<file path="src/rtl/vending_fsm_multi.sv">
// Moore vending controller: accumulates coin credit, vends product A or B and keeps the
// remainder, and returns change on request or after an inactivity timeout.
module vending_fsm_multi #(
    parameter int unsigned CREDIT_W   = 4,
    parameter int unsigned MAX_CREDIT = 9,
    parameter int unsigned PRICE_A    = 1,
    parameter int unsigned PRICE_B    = 3,
    parameter int unsigned VEND_CYC   = 2,
    parameter int unsigned TIMEOUT    = 1000
) (
    input  logic                clk,
    input  logic                rst_n,
    input  logic                i_coin,
    input  logic                i_sel_a,
    input  logic                i_sel_b,
    input  logic                i_refund,
    output logic                o_led_a,
    output logic                o_led_b,
    output logic                o_vend_a,
    output logic                o_vend_b,
    output logic                o_change,
    output logic                o_coin_reject,
    output logic [CREDIT_W-1:0] o_credit
);

    localparam int unsigned IDLE_W = (TIMEOUT > 1) ? $clog2(TIMEOUT) : 1;
    localparam int unsigned VC_W   = (VEND_CYC > 1) ? $clog2(VEND_CYC) : 1;

    localparam logic [CREDIT_W-1:0] PRICE_A_C = CREDIT_W'(PRICE_A);
    localparam logic [CREDIT_W-1:0] PRICE_B_C = CREDIT_W'(PRICE_B);
    localparam logic [CREDIT_W-1:0] MAX_C     = CREDIT_W'(MAX_CREDIT);
    localparam logic [IDLE_W-1:0]   IDLE_LAST = (TIMEOUT == 0) ? '0 : IDLE_W'(TIMEOUT - 1);
    localparam logic [VC_W-1:0]     VEND_LAST = VC_W'(VEND_CYC - 1);

    if (!(PRICE_A >= 1 && PRICE_B >= 1 && PRICE_A <= MAX_CREDIT && PRICE_B <= MAX_CREDIT &&
          MAX_CREDIT < (1 << CREDIT_W) && VEND_CYC >= 1)) begin : g_param_err
        $error("vending_fsm_multi: illegal parameter combination");
    end

    typedef enum logic [1:0] {
        IDLE   = 2'd0,
        CREDIT = 2'd1,
        VEND   = 2'd2,
        CHANGE = 2'd3
    } state_t;

    state_t                state;
    logic [CREDIT_W-1:0]   credit;
    logic [IDLE_W-1:0]     idle_cnt;
    logic [VC_W-1:0]       vend_cnt;

    always_ff @(posedge clk) begin
        if (!rst_n) begin
            state         <= IDLE;
            credit        <= '0;
            idle_cnt      <= '0;
            vend_cnt      <= '0;
            o_vend_a      <= 1'b0;
            o_vend_b      <= 1'b0;
            o_change      <= 1'b0;
            o_coin_reject <= 1'b0;
        end else begin
            o_coin_reject <= 1'b0;
            case (state)
                IDLE: begin
                    if (i_coin) begin
                        credit   <= CREDIT_W'(1);
                        idle_cnt <= '0;
                        state    <= CREDIT;
                    end
                end
                // One event per cycle; a coin loses to any accepted refund or select.
                CREDIT: begin
                    if (i_refund) begin
                        o_coin_reject <= i_coin;
                        o_change      <= 1'b1;
                        credit        <= credit - CREDIT_W'(1);
                        state         <= CHANGE;
                    end else if (i_sel_a && credit >= PRICE_A_C) begin
                        o_coin_reject <= i_coin;
                        o_vend_a      <= 1'b1;
                        credit        <= credit - PRICE_A_C;
                        vend_cnt      <= VEND_LAST;
                        state         <= VEND;
                    end else if (i_sel_b && credit >= PRICE_B_C) begin
                        o_coin_reject <= i_coin;
                        o_vend_b      <= 1'b1;
                        credit        <= credit - PRICE_B_C;
                        vend_cnt      <= VEND_LAST;
                        state         <= VEND;
                    end else if (i_coin && credit < MAX_C) begin
                        credit   <= credit + CREDIT_W'(1);
                        idle_cnt <= '0;
                    end else begin
                        o_coin_reject <= i_coin;
                        if (TIMEOUT != 0 && idle_cnt == IDLE_LAST) begin
                            o_change <= 1'b1;
                            credit   <= credit - CREDIT_W'(1);
                            state    <= CHANGE;
                        end else begin
                            idle_cnt <= idle_cnt + IDLE_W'(1);
                        end
                    end
                end
                VEND: begin
                    o_coin_reject <= i_coin;
                    if (vend_cnt == '0) begin
                        o_vend_a <= 1'b0;
                        o_vend_b <= 1'b0;
                        idle_cnt <= '0;
                        state    <= (credit == '0) ? IDLE : CREDIT;
                    end else begin
                        vend_cnt <= vend_cnt - VC_W'(1);
                    end
                end
                // First unit was paid on entry; alternate low/high until credit is exhausted.
                CHANGE: begin
                    o_coin_reject <= i_coin;
                    if (o_change) begin
                        o_change <= 1'b0;
                        if (credit == '0) begin
                            state <= IDLE;
                        end
                    end else begin
                        o_change <= 1'b1;
                        credit   <= credit - CREDIT_W'(1);
                    end
                end
                default: state <= IDLE;
            endcase
        end
    end

    assign o_credit = credit;
    assign o_led_a  = (state == CREDIT) && (credit >= PRICE_A_C);
    assign o_led_b  = (state == CREDIT) && (credit >= PRICE_B_C);

endmodule
</file>
<file path="config.mk">
export PLATFORM = sky130hd
export DESIGN_NAME = vending_fsm_multi
export DESIGN_NICKNAME = d
export VERILOG_FILES = /design/src/rtl/vending_fsm_multi.sv
export SDC_FILE = /design/constraint.sdc
export NUM_CORES = 1
export LEC_CHECK = 0
export CAP_MARGIN = 15
export CORE_MARGIN = 2
export CORE_UTILIZATION = 60
export CTS_CLUSTER_DIAMETER = 200
export DETAILED_ROUTE_END_ITERATION = 10
export DONT_BUFFER_PORTS = 1
export GPL_ROUTABILITY_DRIVEN = 0
export GPL_TIMING_DRIVEN = 0
export HOLD_SLACK_MARGIN = 0.12
export PLACE_DENSITY = 0.76
export SETUP_SLACK_MARGIN = 0.15
export SLEW_MARGIN = 40
export SYNTH_ARGS = -nofsm -noshare
export SYNTH_HDL_FRONTEND = slang
export SYNTH_SLANG_ARGS = --single-unit
</file>
<file path="constraint.sdc">
create_clock -name clk -period 4.1 [get_ports clk]
set_input_delay 0.205 -clock clk [delete_from_list [all_inputs] [get_ports clk]]
set_output_delay 0.205 -clock clk [all_outputs]
set_load 0.1 [all_outputs]
</file>
==> After elaboration in Yosys (flattened, before gate mapping) <==
Cells that the tools add are included.
{ "classes": {"addsub": 5, "multipliers": 0, "div_mod_pow": 0, "magnitude_cmp": 3, "n_eq_ne": 23, "n_shift": 0, "mux": 51, "bitwise_logic": 0, "n_reduce_logical": 19} }
{ "ops": {"columns": ["op", "n"], "rows": [
  ["2-to-1 mux 10 bit", 7],
  ["case mux 10 bit (3 select lines)", 1],
  ["2-to-1 mux 4 bit", 7],
  ["2-to-1 mux 1 bit", 20],
  ["!= test 2 bit, second input constant", 10],
  ["2-to-1 mux 2 bit", 9],
  ["!= test 3 bit, second input constant", 6],
  ["case mux 4 bit (3 select lines)", 1],
  ["adder 10 x 1 -> 10 bit, second input constant", 1],
  ["equality test 10 bit, second input constant", 1],
  ["!= test 5 bit, second input constant", 2],
  ["case mux 1 bit (2 select lines)", 5],
  ["AND reduction 5 bit", 2],
  ["case mux 2 bit (4 select lines)", 1],
  ["AND reduction 4 bit", 2],
  ["AND reduction 7 bit", 1],
  ["!= test 6 bit, second input constant", 1],
  ["AND reduction 6 bit", 1],
  ["nonzero test 3 bit", 2],
  ["logical AND 1 bit", 5],
  ["adder 4 x 1 -> 4 bit, second input constant", 1],
  ["equality test 2 bit, second input constant", 2],
  ["greater-or-equal comparator 4 x 1 -> 1 bit, second input constant", 1],
  ["greater-or-equal comparator 4 x 2 -> 1 bit, second input constant", 1],
  ["other kinds (10)", 11]
]} }
{ "totals": {"reg_bits": 21, "latch_bits": 0, "mem_bits_rw": 0, "rom_bits": 0, "in_bits": 6, "out_inout_bits": 10, "wordCells": 109, "n_memories": 0} }

==> Longest topological paths before layout <==
{ "logic_depth": {"depth_word": 7, "depth_mapped": 8, "ltp_nobuf": 7} }

==> Worst setup path before layout <==
OpenSTA, ideal clock, no wires.
{ "synth_path": {"path_type": "register to output", "from": "register credit[0] (netlist: o_credit[0])", "to": "output port o_led_a", "t_arrival_ps": 2928, "required_ps": 3895, "slack_ps": 967, "stages_incl_launch_ff": 5, "n_path_buf": 0, "path_cell_list": "dfxtp_1 > inv_1 > ha_1 > nor4b_4 > nor2_1"} }
{ "synth_between": {"elab_chain_len": 2} }
{ "synth_rtl": {"columns": ["item", "line", "rtl"], "rows": [
  ["from (decl)", "48", "logic [CREDIT_W-1:0] credit;"],
  ["from (signal assigned)", "77", "credit <= credit - CREDIT_W'(1);"],
  ["from (signal assigned)", "82", "credit <= credit - PRICE_A_C;"],
  ["from (signal assigned)", "88", "credit <= credit - PRICE_B_C;"],
  ["greater-or-equal comparator 4 x 1 -> 1 bit", "135", "assign o_led_a = (state == CREDIT) && (credit >= PRICE_A_C);"],
  ["logical AND 1 bit", "135", null],
  ["to (decl)", "17", "output logic o_led_a,"]
]} }
No other way between the ends.

==> Final worst setup path <==
{ "layout_path": {"from": "register credit[1] (netlist: o_credit[1])", "to": "register idle_cnt[7]"} }
{ "layout_between": {"elab_chain_len": 7, "word_cells_on_any_way": 15, "cone_classes": "order compare: 3; eq/ne: 3; mux: 5; reduce/logical: 4"} }
{ "layout_rtl": {"columns": ["item", "line", "rtl"], "rows": [
  ["less-than comparator 4 bit", "91", "end else if (i_coin && credit < MAX_C) begin"],
  ["logical AND 1 bit", "91", null],
  ["2-to-1 mux 10 bit", "91", null],
  ["2-to-1 mux 10 bit", "85", "end else if (i_sel_b && credit >= PRICE_B_C) begin"],
  ["2-to-1 mux 10 bit", "79", "end else if (i_sel_a && credit >= PRICE_A_C) begin"],
  ["2-to-1 mux 10 bit", "74", "if (i_refund) begin"],
  ["case mux 10 bit (3 select lines)", "64", "case (state)"],
  ["to (signal assigned)", "101", "idle_cnt <= idle_cnt + IDLE_W'(1);"],
  ["to (decl)", "49", "logic [IDLE_W-1:0] idle_cnt;"]
]} }
Several ways; a longest one is shown, not always the timed one. The select of a mux whose other input is x is not followed.
A chain may end at the register's enable or synchronous reset.

==> impl_results.md <==
* Initial core utilization at 64.3%
* Internal power at between 0.3 and 0.4 mW
* I/O Pins at 16
* Post-CTS setup buffers at 0
* Final Slew Violations at 0
* Power consumption at 0.593 mW
* Final Hold Viols at 0
* Synth top cells by count: 21 x dfxtp_1, 16 x a21oi_1, 14 x nor2_1
* Yosys warns at 0
* Slew headroom at 56.9%
* Final global-route overflow total at 0
* RSZ-0062 raised after global routing: false
* Post-synth ARST share at 0%
* Resized cells post-CTS at 0
* Worst vdd ir at between 0.0003 and 0.0004 V
* # diodes at 0
* Top post-synthesis cells by area: dfxtp_1 29%, a21oi_1 5.5%, o31ai_1 5.2%, nor2_1 3.6%, ha_1 3.5%
* Synth area leader: dfxtp_1
* CTS root buffer: clkbuf_4
* Slowest cell on crit path: dfxtp_2
* CTS tree: built
* Number of synthesized flops with an enable pin at 0
* CTS Buffer Depth at 2
* Count of final setup violators at 0
* Setup TNS at 0 ns
* Cells after Synth at approximately 170
* Rows at 17
* First-pass GRT wire length at 6.00 mm
* Max frequency at 372 MHz
* Seq/Total Area, Yosys at 29.0%
* Crit end category: register
* Worst-path clk slew at ~0.12 ns
* IO Port Bufs at 0
* Vias in the first global route at 1299
* Status: completed
* Total CTS buffers at 3
* CP Class: reg2reg
* Placeable Area at approximately 2300 sq um
* Pin count of the biggest net entering global routing at 12
* Die height at 53.1 microns
* Antenna-violating nets left at 0
* # DRC at 0
* Via count at 1428
* CTS Hold Bufs at 2
* Static leakage at 0.533 nW
* Synth cell types at 57
* Most frequent cell after synthesis: dfxtp_1
* Startpoint types: register
* Clk pwr share at between 15 and 20%
* Setup Skew at ~0.0038 ns
* Fin crit share at 65.5%
* Synth-to-layout area growth at 7.34%
* Total track usage at 28.7%
* Worst Path Required at 4.29 ns
* Fillers at around 190
* Hpwl dp at 2.58 mm
* Initial antenna violation count at 0
* Synth Cell Area at 1450 sq um
* Final WL at 3.51 mm
* Place WS at between 1 and 1.5 ns
* Register area at 430 sq um
* Critical-path cell list: inv_1 > ha_1 > nor4b_4 > or2b_4 > a31oi_4 > buf_2 > o311ai_1 > o41ai_2
* H-tree depth at 1
* Minimum clock period at 2.69 ns
* Die Width at roughly 53 microns
* Hold Crit Class: in2reg
* Drt first pass iters at 4
* Via/cell ratio at 6.87
* Ratio of cells with drive above 1 in the final layout at 16.1%
* Max-cap violations at 0
* Final Util at approximately 70%
* Switch Pwr at between 0.2 and 0.3 mW
* Die footprint at 2820 sq um
* Min-delay src: i_refund
* Worst-Skew Late Latency at roughly 0.3 ns
* # nets final at 191
* Ys flop type: dfxtp_1
* Syn Nets at around 180
* Multi-input logic area at approximately 970 sq um
* Routed len/inst at 16.9 microns
* FF+latch count, synth at 21
* Worst-Margin Slew at 0.645 ns
* Comb pwr share at 35.5%
* CP max FO at 10
* Seq pwr share at a little under half
* Crit path DAT at 2.88 ns
* CP max stage delay at 0.74 ns
* Worst setup startpoint: o_credit[1]
* Sw frac at between 40% and 50%
* Top-area cell type share of the netlist area at 29.0%
* DRT iter0 DRCs at 50
* Worst reg2reg startpoint: o_credit[1]
* Power Dens Cells at 381 nW/um^2
* Avg Cell Area, Syn at approximately 8.3 sq um
* Final Worst Setup Slack at 1.41 ns
* Clk sinks at 21
sequential cells by signal, summed over array words and instances, names as in the netlist:
signal / count
idle_cnt: 10
o_change: 1
o_coin_reject: 1
o_credit: 4
o_vend_a: 1
o_vend_b: 1
state: 2
vend_cnt: 1
worst max-delay path, delay by kind of cell (launching register included):
| kind | cells | cell delay, ns |
|---|---|---|
| fa+ha+maj | 1 | 0.24 |
| simple gates | 2 | 0.63 |
| flops | 1 | 0.74 |
| compound gates | 3 | 0.58 |
| buf+inv | 2 | 0.37 |
power by group through the flow:
stage          sequential, mW  clock [mW]  combinational [mW]
6_report                0.281       0.101               0.211
5_1_grt                 0.283       0.110               0.230
4_1_cts                 0.281       0.103               0.207
3_5_place_dp            0.286           0               0.205
3_3_place_gp            0.283           0               0.195
2_1_floorplan           0.281           0               0.164
per-stage QoR:
step           hold slack [ns]  cells  area, sq um
2_1_floorplan            0.319    174         1450
3_3_place_gp             0.327    202         1480
3_5_place_dp             0.318    202         1510
4_1_cts                  0.139    208         1560
5_1_grt                  0.190    208         1560
6_report                 0.140    208         1560
layer usage:
metal	vias up	track usage, %	wire length, microns
li1	684	-	-
met1	692	40.3	1560
met2	50	45.4	1670
met3	2	5.65	263
met4	0	5.98	17
met5	-	0	0
logic make-up after synthesis:
group	after synthesis	synth area share, %
simple gates	70	29.2
compound gates	61	32.6
flops	21	29.0
buf+inv	17	5.18
fa+ha+maj	4	3.45
xor+xnor	1	0.605
cells in the final DEF, fill, tap and decap left out, types with 2 or more instances in the layout:
| cell type | instances |
|---|---|
| a21oi_1 | 16 |
| dfxtp_1 | 13 |
| nor2_1 | 12 |
| nand2_1 | 11 |
| o31ai_1 | 10 |
| inv_1 | 9 |
| nand3_1 | 8 |
| dfxtp_2 | 8 |
| or4_1 | 6 |
| o21ai_0 | 5 |
| clkbuf_1 | 4 |
| nor3_1 | 4 |
| or3_1 | 4 |
| ha_1 | 4 |
| nand2b_1 | 3 |
| buf_2 | 3 |
| and3_1 | 3 |
| a211oi_1 | 3 |
| clkbuf_4 | 3 |
| nor2_4 | 2 |
| nor2b_1 | 2 |
| nand4_1 | 2 |
| o211ai_1 | 2 |
| a32oi_1 | 2 |
| o311ai_1 | 2 |
| and2_1 | 2 |
| o41ai_1 | 2 |
| dlygate4sd3_1 | 2 |
cell type report:
class | count | area share, %
Tap cell | 28 | 2.25
Multi-Input combinational cell | 136 | 62.3
Inverter | 10 | 2.41
Timing Repair Buffer | 2 | 1.29
Sequential cell | 21 | 27.7
Buffer | 7 | 2.41
Clock buffer | 4 | 1.69
worst paths after layout:
path / cells past startpoint / to / slack, ns
worst max-delay path: 8 / idle_cnt[7] / 1.41
worst min-delay path: 3 / o_vend_a / 0.14
worst max register to register: 8 / idle_cnt[7] / 1.41
worst min register to register: 2 / idle_cnt[8] / 0.49
No activity file was read; power rests on OpenSTA's default activity.
